**src/rtl/decode_3_8bits_pkg.sv**
```systemverilog
// Shared processor constants and the MSB-first register-select mapping
// used by the control unit, the register file and the select decoders.
package decode_3_8bits_pkg;

    localparam int REG_IDX_W = 3;
    localparam int NUM_REGS  = 8;

    // R0 occupies the MSB of a select vector; Rk lands on bit NUM_REGS-1-k.
    localparam logic [NUM_REGS-1:0] SEL_R0 = {1'b1, {(NUM_REGS-1){1'b0}}};

    function automatic logic [NUM_REGS-1:0] reg_select(input logic [REG_IDX_W-1:0] idx);
        return SEL_R0 >> idx;
    endfunction

endpackage

```
**src/rtl/decode_3_8bits.sv**
```systemverilog
// Register-select decoder: 3-bit register field to MSB-first one-hot enables,
// with a combinational output and a registered copy cleared by async reset.
module decode_3_8bits
    import decode_3_8bits_pkg::*;
(
    input  logic                 Clock,
    input  logic                 Resetn,
    input  logic [REG_IDX_W-1:0] W,
    input  logic                 En,
    output logic [NUM_REGS-1:0]  Y,
    output logic [NUM_REGS-1:0]  Yq
);

    always_comb begin
        Y = '0;
        if (En) begin
            Y = reg_select(W);
        end
    end

    // Resetn is active-high despite its name; the control unit drives it that way.
    always_ff @(posedge Clock or posedge Resetn) begin
        if (Resetn) begin
            Yq <= '0;
        end else begin
            Yq <= Y;
        end
    end

endmodule

```
**config.mk**
```make
export PLATFORM = sky130hd
export DESIGN_NAME = decode_3_8bits
export DESIGN_NICKNAME = d
export VERILOG_FILES = /design/src/rtl/decode_3_8bits_pkg.sv /design/src/rtl/decode_3_8bits.sv
export SDC_FILE = /design/constraint.sdc
export NUM_CORES = 1
export LEC_CHECK = 0
export CORE_AREA = 2 2 39 41
export DETAILED_ROUTE_END_ITERATION = 10
export DIE_AREA = 0 0 41 43
export GPL_TIMING_DRIVEN = 0
export PLACE_DENSITY = 0.67
export SETUP_SLACK_MARGIN = 0.02
export SLEW_MARGIN = 15
export SYNTH_ARGS = -nofsm -noshare
export SYNTH_HDL_FRONTEND = slang
export SYNTH_SLANG_ARGS = --single-unit
```
**constraint.sdc**
```tcl
create_clock -name Clock -period 0.8 [get_ports Clock]
set_input_delay 0.08 -clock Clock [delete_from_list [all_inputs] [get_ports Clock]]
set_output_delay 0.08 -clock Clock [all_outputs]
set_load 0.01 [all_outputs]
```
* Yosys cells after proc, flatten, opt, wreduce, memory -nomap -nowiden
Index checks and enable logic that the tools add are counted.
Cells by class: shift-type cells 1, multiplexer cells 1
Operators with widths (count):
- 8-bit two-way mux | 1
- 8-bit by 3-bit right shift with 8-bit output, first input constant | 1
Storage, ports and cells: register bits 8, input bits 6, output and inout bits 16, word-level logic and storage cells 3

* Logic depth before layout (Yosys ltp)
depth in word-level cells 2, mapped depth 1, depth with buffers taken out 1

* Least setup slack after synthesis
Ideal clock, no wire load.
path kind input to register, from input W[1], to register Yq[7], setup time 0.144 ns, arrival time 0.463 ns, data required time 0.656 ns, path slack 0.193 ns, stages on the path 1, path buffers 0, cells stage by stage nor4b_2
Between the ends: cells in the longest elaborated chain, start to end 2
RTL lines:
- start, declared | RTL line decode_3_8bits.sv:8 | input logic [REG_IDX_W-1:0] W,
- 8-bit by 3-bit right shift with 8-bit output | RTL line decode_3_8bits_pkg.sv:12 | return SEL_R0 >> idx;
- 8-bit two-way mux | RTL line decode_3_8bits.sv:16 | if (En) begin
- end signal, assigned | RTL line decode_3_8bits.sv:24 | Yq <= '0;
- end signal, assigned | RTL line decode_3_8bits.sv:26 | Yq <= Y;
- end, declared | RTL line decode_3_8bits.sv:11 | output logic [NUM_REGS-1:0] Yq
No other way between the ends.

* Final worst setup path
from register Yq[0], to output Yq[0]
No word-level cell between the ends.

==> flow_summary.yaml <==
drt:
  drt-initial-drc-count: 2
  avgRoutedWirePerCell_um: 11.6
  routed_wirelength_um: 706
  antenna_violation_net_count_after_detailed_routing: 0
  drcViolationCount: 0
  detail_route.vias_per_cell: 4.21
  routed-via-count: 257
  drtPass1Iterations: 2
timing:
  report.final.hold_viol_count: 0
  timing.final.ws_setup_ns: -0.00380
  setup_repair_after_global_routing_missed_its_margin: "true"
  max-slew-margin-rel: 0.819
  final-max-slew-violation-count: 0
  post-route-period-util: 1.00
  achievable-frequency_ghz: 1.24
  worst_slew_pin_slew_ns: 0.272
  setup_violations: 4
  fin_crit_ns: 0.804
  timing.setup.tns_ns: -0.00963
critical_path:
  worst_path_buf_inv: 1
  family_with_the_most_delay_on_the_worst_path: "flip-flops"
  cp-end-kind: "primary output"
  path_max_fanout: 1
  cpMaxStageDelayCell: "dfrtp_1"
  critPathKind: "reg2out"
  crit_required_ns: 0.72
  data_arrival_critical_path_ns: 0.72
  crit_path_start_kind: "flop"
  worstPathCellList: "buf_6"
  crit_path_max_incr_delay_ns: 0.37
cells_and_area:
  antenna_cells: 0
  regMostFlops: "Yq"
  final-seq-area_um2: 200
  multi_input_comb_area_um2: 106
  largest_register_ffs: 8
  design.final.nets: 53
  final_layout_size_suffix_gt1_frac: 0.778
  final.fill_count: 152
  area.growth.synth_to_final_pct: 76.3
  layout_top_registers: "Yq x8"
  area_of_all_placed_cells_without_fillers_um2: 529
placement:
  post-dp-hpwl_um: 522
  numPortBuffers: 21
  place_area_um2: 531
  gp_congestion: 0.666
clock_tree:
  clock_path_buffers: 2
  h-tree-depth: 1
  tritoncts: "built"
  clock-root-buffer: "clkbuf_4"
  cts-buffers-inserted: 3
  tritoncts_num_sinks: 8
  cts.clk_slew.worst_paths_ns: 0.05
logic_synthesis:
  synth.distinct_cells: 6
  synth_area_leaders: "dfrtp_1 (67%), and4bb_2 (13%), and4b_2 (11%)"
  synth_nets: 23
  postSynthRegisterBits: 8
  seq_area_frac_synth: 0.667
  netlist_area_um2: 300
  syn_area_per_cell_um2: 17.7
  synth_top_cell_area_share: 0.667
  ys.warnings.count: 0
  synth_largest_area_cell: "dfrtp_1"
  netlist_instances: 17
global_routing:
  antenna_found_initial: 0
  first_pass_grt_wire_length_mm: 1.09
  track_usage: 0.0931
  grt_pass1_vias: 246
  grt_start_max_net_pins: 9
  grt.overflow.total: 0
hold_path:
  hp-class: "in2async"
pwr:
  irDropWorstVdd_v: 0.000493
  p_total_w: 0.000812
  leakage_nw: 0.302
  pwr_density_cell_nw_per_um2: 1530
run_status:
  violations: "setup timing"
  outcome: "finished, violations left"
die:
  initial_utilization: 0.217
  fp.dieW_um: 41
  die-height_um: 43
  fp.coreArea_um2: 1380
  rows: 14
  full_die_area_um2: 1760
  floorplan.io_pins: 22
run:
  cap_violations: 0
## cells by family after synthesis
logic type / share of synthesized area
DFF: 0.667
and+or+nand+nor: 0.321
buffers and inverters: 0.0125
## final timing paths
| kind | start | endpoint | cells past startpoint |
|---|---|---|---|
| max | Yq[0]$_DFF_PP0_ | Yq[0] | 1 |
| min | Resetn | Yq[6]$_DFF_PP0_ | 2 |
| max in group asynchronous | Resetn | Yq[1]$_DFF_PP0_ | 2 |
| min in group Clock | W[1] | Yq[0]$_DFF_PP0_ | 2 |
## synthesized netlist by cell type (all sizes together)
| cell type | instances |
|---|---|
| dfrtp | 8 |
| and4b | 3 |
| and4bb | 3 |
| and4 | 1 |
| inv | 1 |
| nor4b | 1 |
## cell usage in the layout (no fill, tap or decap), types with 3 or more instances in the layout
cell / n
buf_2: 13
and4bb_2: 3
buf_4: 5
dfrtp_1: 8
and4b_2: 3
clkbuf_4: 4
buf_6: 4
## stage by stage
stage	utilization	std cells	setup slack (ns)	hold slack [ns]
finish	0.382	61	-0.00380	0.0760
global route	0.382	61	-0.0437	0.0991
CTS	0.364	61	-0.0193	0.0751
detailed placement	0.383	54	-0.847	0.331
global placement	0.383	54	-0.835	0.337
floorplan	-	17	0.193	-0.104
## cell type report
type / count / area share
flip-flops and latches: 8 / 0.378
multi-input cells: 8 / 0.201
clock buffers: 3 / 0.0426
repair buffers: 25 / 0.333
inverters: 1 / 0.00709
well taps: 16 / 0.0378
## what timing repair did
action                     in CTS  in global routing
setup endpoints to repair      23                 10
buffers inserted                4                  0
pin swaps                       4                  1
gates resized for setup        83                  7
hold buffers                    0                  0
## where the power goes
group	total, W	leakage, nW	internal, W	switching [W]
logic	0.000115	0.178	0.0000609	0.0000539
registers	0.000418	0.110	0.000416	0.00000243
clock network	0.000278	0.0138	0.000170	0.000109
## layer usage
metal / GRT usage / vias to the layer above / share of wire
li1: - / 125 / -
met1: 0.129 / 110 / 0.43
met2: 0.119 / 22 / 0.40
met3: 0.0157 / 0 / 0.18
met4: 0.0800 / 0 / 0
met5: 0 / - / 0
(Power assumes the default switching activity.)
==> RTL edit 1 (config.mk and constraints unchanged) <==
`REG_IDX_W`: 3 -> 2.
--- a/src/rtl/decode_3_8bits_pkg.sv
+++ b/src/rtl/decode_3_8bits_pkg.sv
@@ -4,3 +4,3 @@
 
-    localparam int REG_IDX_W = 3;
+    localparam int REG_IDX_W = 2;
     localparam int NUM_REGS  = 8;
Ports: changed (resized W); port bits go from 22 to 21. The function was not compared with the original's and may differ.
==> RTL edit 1 against the unedited design <==
Synthesized area fell by 32%; sequential power fell by 49%; synthesized cell count rose by 5.9%; setup slack improved by 13 ps; cell count fell by 3.3%; power fell by 29%; critical path depth did not move; global-route usage fell by 4.3 points; sequential cell count fell by 4; final area fell by 28%; routed wire length fell by 46%; critical path type unchanged; largest power group is now the clock network.
==> RTL edit 1: results (changes against the unedited design) <==
** Place
- The worst slack at placement is -633 ps (was -847 ps).
- The number of input and output port buffers inserted was 12 (was 21).
- The last weighted congestion value of the routability-driven placer was 0.636 (was 0.666).
- The area after detailed placement was 372 µm² (was 531 µm²).
- Number of cells after detailed placement :: 53 (was 54)
- The detailed placement HPWL is 307 µm (was 522 µm).

** Routing
- The final routed wire length divided by cell count is 6.49 µm (was 11.6 µm).
- Met3 wire length :: 65 µm (was 124 µm)
- The detailed router's first-iteration violation count came to 1 (was 2).
- The average via count per standard cell was 2.92 (was 4.21).
- Met2 WL post-DR :: 152 µm (was 280 µm)
- The routed length on met1 is 150 µm (was 301 µm).
- Highest routed layer :: met4 (was met3)
- Final routed wirelength across all metal layers :: 383 µm (was 706 µm)

** GRT
- The global routing met3 resource utilization came to 0.0209 (was 0.0157).
- The first-pass GRT wire length is 489 µm (was 1090 µm).
- The met2 capacity usage during global routing was 0.0531 (was 0.119).
- Largest net degree at the start of global routing :: 5 (was 9)
- Number of global-route vias before repair :: 144 (was 246)
- The met1 usage was 0.0453 (was 0.129).
- The global-route usage over all layers was 0.0503 (was 0.0931).

** Critical path
- Startpoint of the worst setup timing path :: Yq[5] (was Yq[0])
- Critical Path Max Stage Delay :: 350 ps (was 370 ps)
- Data on the critical path arrives at its endpoint at 710 ps.

** Cells and area
- The share of final-layout standard cells stronger than drive strength 1 is 0.605 (was 0.778).
- Leading registers by flop count :: Yq x4 (was Yq x8)
- Final-stage net count :: 50 (was 53)

** Power and ir drop
- The leakage power total was 0.243 nW (was 0.302 nW).
- The maximum vdd ir drop was 0.000316 V (was 0.000493 V).

** Synthesis
- Top cell types by occurrence after synthesis :: buf_4, dfrtp_1, and3b_1 (was dfrtp_1, and4b_2, and4bb_2)
- Number of distinct standard cells referenced by the synthesized netlist :: 7 (was 6)
- The share of the synthesized netlist area taken by xor and xnor gates came to 0 (unchanged).
- The fraction of the yosys area taken by sequential cells was 0.488 (was 0.667).
- Top post-synthesis cells by area: dfrtp_1, buf_4, and3b_1 (was dfrtp_1, and4bb_2, and4b_2).
- Prevailing post-synth register cell :: dfrtp_1 (unchanged)
- Synthesized netlist cell count :: 18 (was 17)

** Run status
- Outcome :: finished clean (was complete, but fails checks)

** Hold path
- Hold Path Class :: in -> async (unchanged)

** Timing
- Final Hold Vio Count :: 0 (unchanged)
## RTL edit 1: cell types whose count changed after synthesis, sizes merged
cell    before  now
and4         1    0
and4bb       3    0
conb         0    1
and4b        3    0
nor4b        1    0
dfrtp        8    4
and3         0    1
buf          0    8
nor3b        0    1
and3b        0    2
## RTL edit 1: how the worst max path moves through the flow
stage	to	slack (ps)	cells past startpoint
6_report	Yq[5]	9	1
5_1_grt	Yq[6]	-10	1
4_1_cts	Yq[5]	-5	1
3_5_place_dp	Y[7]	-630	3
3_3_place_gp	Y[7]	-630	3
2_1_floorplan	Yq[4]	340	0
## RTL edit 1: through the flow
step / hold WS [ps] / power, mW
after floorplan: -154 / 0.283
after global placement: 271 / 0.338
after detailed placement: 268 / 0.339
after CTS: 23.4 / 0.588
after global routing: 37.1 / 0.607
final: 26.1 / 0.574
## RTL edit 1: repair_timing
item / in CTS / in global routing
setup endpoints to repair: 8 / 7
gates resized for setup: 39 / 2
pin swaps: 2 / 1
setup buffers: 2 / 1
hold buffers: 0 / 0
## RTL edit 1: report_power, final
part           switching (mW)  internal (mW)
logic                  0.0527         0.0636
registers             0.00141          0.211
clock network          0.0780          0.167
total                   0.132          0.442
## RTL edit 1: final cells by class
type / instances / area [µm²]
timing repair buffer: 15 / 98.8
multi-input combinational: 12 / 73.8
inverter: 1 / 3.75
sequential: 4 / 100
tap: 16 / 20.0
clock buffer: 3 / 22.5
buffer: 8 / 60.1
fill: 161 / 1000
## RTL edit 1: cell families (layout without fill, tap and decap cells)
| family | after synthesis | in the layout |
|---|---|---|
| buf+inv | 9 | 27 |
| flops | 4 | 4 |
| other cells | 1 | 8 |
| simple gates | 4 | 4 |
==> RTL edit 2 (same settings) <==
Made on the original files. Put a register stage on the output `Y`, with the module's reset. The value now appears one clock later. The other outputs are not delayed to match.
--- a/src/rtl/decode_3_8bits.sv
+++ b/src/rtl/decode_3_8bits.sv
@@ -13,6 +13,8 @@
 
+    logic [NUM_REGS-1:0] Y_d;
+
     always_comb begin
-        Y = '0;
+        Y_d = '0;
         if (En) begin
-            Y = reg_select(W);
+            Y_d = reg_select(W);
         end
@@ -25,3 +27,11 @@
         end else begin
-            Yq <= Y;
+            Yq <= Y_d;
+        end
+    end
+
+    always_ff @(posedge Clock or posedge Resetn) begin
+        if (Resetn) begin
+            Y <= '0;
+        end else begin
+            Y <= Y_d;
         end
Formal check against the unedited RTL: not equivalent (Yosys sat finds a counterexample within 4 cycles, from zero or initial values and one cycle with Resetn high).
==> RTL edit 2 against the unedited design <==
The run still ends with setup timing left; final area increased by 16%; synthesized area increased by 20%; routed wire length decreased by 10%; global-route usage down 0.96 points; cell count grew 6.6%; sequential cell count unchanged; count of clock-buffer cells in the layout unchanged; largest cell class is now non-clock buffers; highest routed layer unchanged; setup slack got worse by 130 ps; power up 2.6%.
==> RTL edit 2: results (changes against the unedited design) <==
** GRT
- First-pass GRT wire length :: 848 µm (was 1090 µm)
- The global-route usage over all layers was 0.0835 (was 0.0931).
- The via count of the first global-routing pass came to 214 (was 246).

** Routing
- The routed length on met1 is 250 µm (was 301 µm).
- Met3 wire length :: 101 µm (was 124 µm)
- Mean routed wirelength per cell :: 9.75 µm (was 11.6 µm)
- Met2 WL post-DR :: 281 µm (was 280 µm)
- Number of vias per cell :: 4.11 (was 4.21)
- The first-pass detailed-route iteration total is 2 (unchanged).
- Highest routed layer :: met3 (unchanged)
- Initial DRC Count :: 1 (was 2)
- Final routed wirelength across all metal layers :: 634 µm (was 706 µm)

** Critical path
- Dominant delay contributor by cell family on the critical path :: flip-flops (unchanged)
- The cell with the largest stage delay on the worst path was dfrtp_1 (unchanged).
- The largest single stage delay on the critical path is 380 ps.
- Critical Path AT :: 850 ps (was 720 ps)
- Largest fanout of any net on the critical path :: 2 (was 1)

** Synthesis
- The fraction of the yosys area taken by sequential cells is 0.556 (was 0.667).
- Nets in the synthesized netlist :: 31 (was 23)
- Top cell types by occurrence after synthesis: buf_4, dfrtp_1, and4b_2, and4bb_2 (was dfrtp_1, and4b_2, and4bb_2).
- Count of warnings emitted by yosys :: 0 (unchanged)
- The synthesized area divided by synthesized cell count came to 14.4 µm² (was 17.7 µm²).
- Top post-synthesis cells by area :: dfrtp_1, buf_4, and4bb_2 (was dfrtp_1, and4bb_2, and4b_2)
- Number of distinct standard cells referenced by the synthesized netlist :: 7 (was 6)
- The fraction of synthesis flops using an asynchronous set or reset pin came to 1.00 (unchanged).

** Place
- Number of cells after detailed placement :: 62 (was 54)
- Standard cell area after detailed placement :: 591 µm² (was 531 µm²)
- The last weighted congestion value of the routability-driven placer was 0.641 (was 0.666).
- Worst slack, placed :: -260 ps (was -847 ps)

** Timing
- The post-layout worst setup margin was -132 ps (was -3.80 ps).
- Worst hold slack :: 64.4 ps (was 76.0 ps)
- Setup TNS :: -1360 ps (was -9.63 ps)
- The relative max-transition margin is 0.824 (was 0.819).
- The count of endpoints failing setup in the final report is 16 (was 4).

** Cells and area
- Leading registers by flop count: Y x8 (was Yq x8).
- The antenna cell count is 0 (unchanged).
- The share of final-layout standard cells stronger than drive strength 1 was 0.714 (was 0.778).
- Final-stage net count :: 57 (was 53)

** Run status
- Outcome :: complete, but fails checks (unchanged)
- Violated checks :: setup timing (unchanged)

** Power and ir drop
- Pleak :: 0.335 nW (was 0.302 nW)
- The maximum vdd ir drop is 0.000417 V (was 0.000493 V).

** Clock tree
- The number of setup buffers added after CTS came to 0 (was 4).
- The buffer depth of the longest clock path is 2 (unchanged).
-- RTL edit 2: changes by cell type after synthesis, sizes merged --
cell / before / now
buf: 0 / 8
-- RTL edit 2: how the worst max path moves through the flow --
stage          start  endpoint  slack [ps]  cells after the start
3_3_place_gp    W[0]      Y[3]        -260                      2
2_1_floorplan   Y[0]     Yq[0]         180                      1
6_report        Y[3]     Yq[3]        -130                      2
4_1_cts         Y[3]     Yq[3]        -150                      2
3_5_place_dp    W[0]      Y[3]        -260                      2
5_1_grt         Y[3]     Yq[3]        -160                      2
-- RTL edit 2: layer usage --
layer | vias to the layer above | global-route usage
li1 | 133 | -
met1 | 111 | 0.0875
met2 | 23 | 0.0969
met3 | 0 | 0.0366
met4 | 0 | 0.120
met5 | - | 0
-- RTL edit 2: where the power goes --
part | internal (mW) | switching [mW]
registers | 0.416 | 0.00642
logic | 0.0748 | 0.0496
clock network | 0.170 | 0.116
-- RTL edit 2: logic make-up after synthesis --
kind of cell  Yosys count  share of synthesized area
flops                   8                      0.556
buf+inv                 9                      0.177
simple gates            8                      0.267
-- RTL edit 2: repair_timing --
item,in CTS,in global routing
cloned,0,0
gates resized for setup,79,4
hold buffers,0,0
endpoints found under the setup margin,20,19
-- RTL edit 2: layout make-up --
class / instances / area (µm²)
plain buffers: 8 / 90.1
inverters: 1 / 3.75
fillers: 139 / 771
repair buffers: 21 / 180
multi-input cells: 8 / 96.3
clock buffers: 3 / 22.5
well taps: 16 / 20.0
flip-flops and latches: 8 / 200
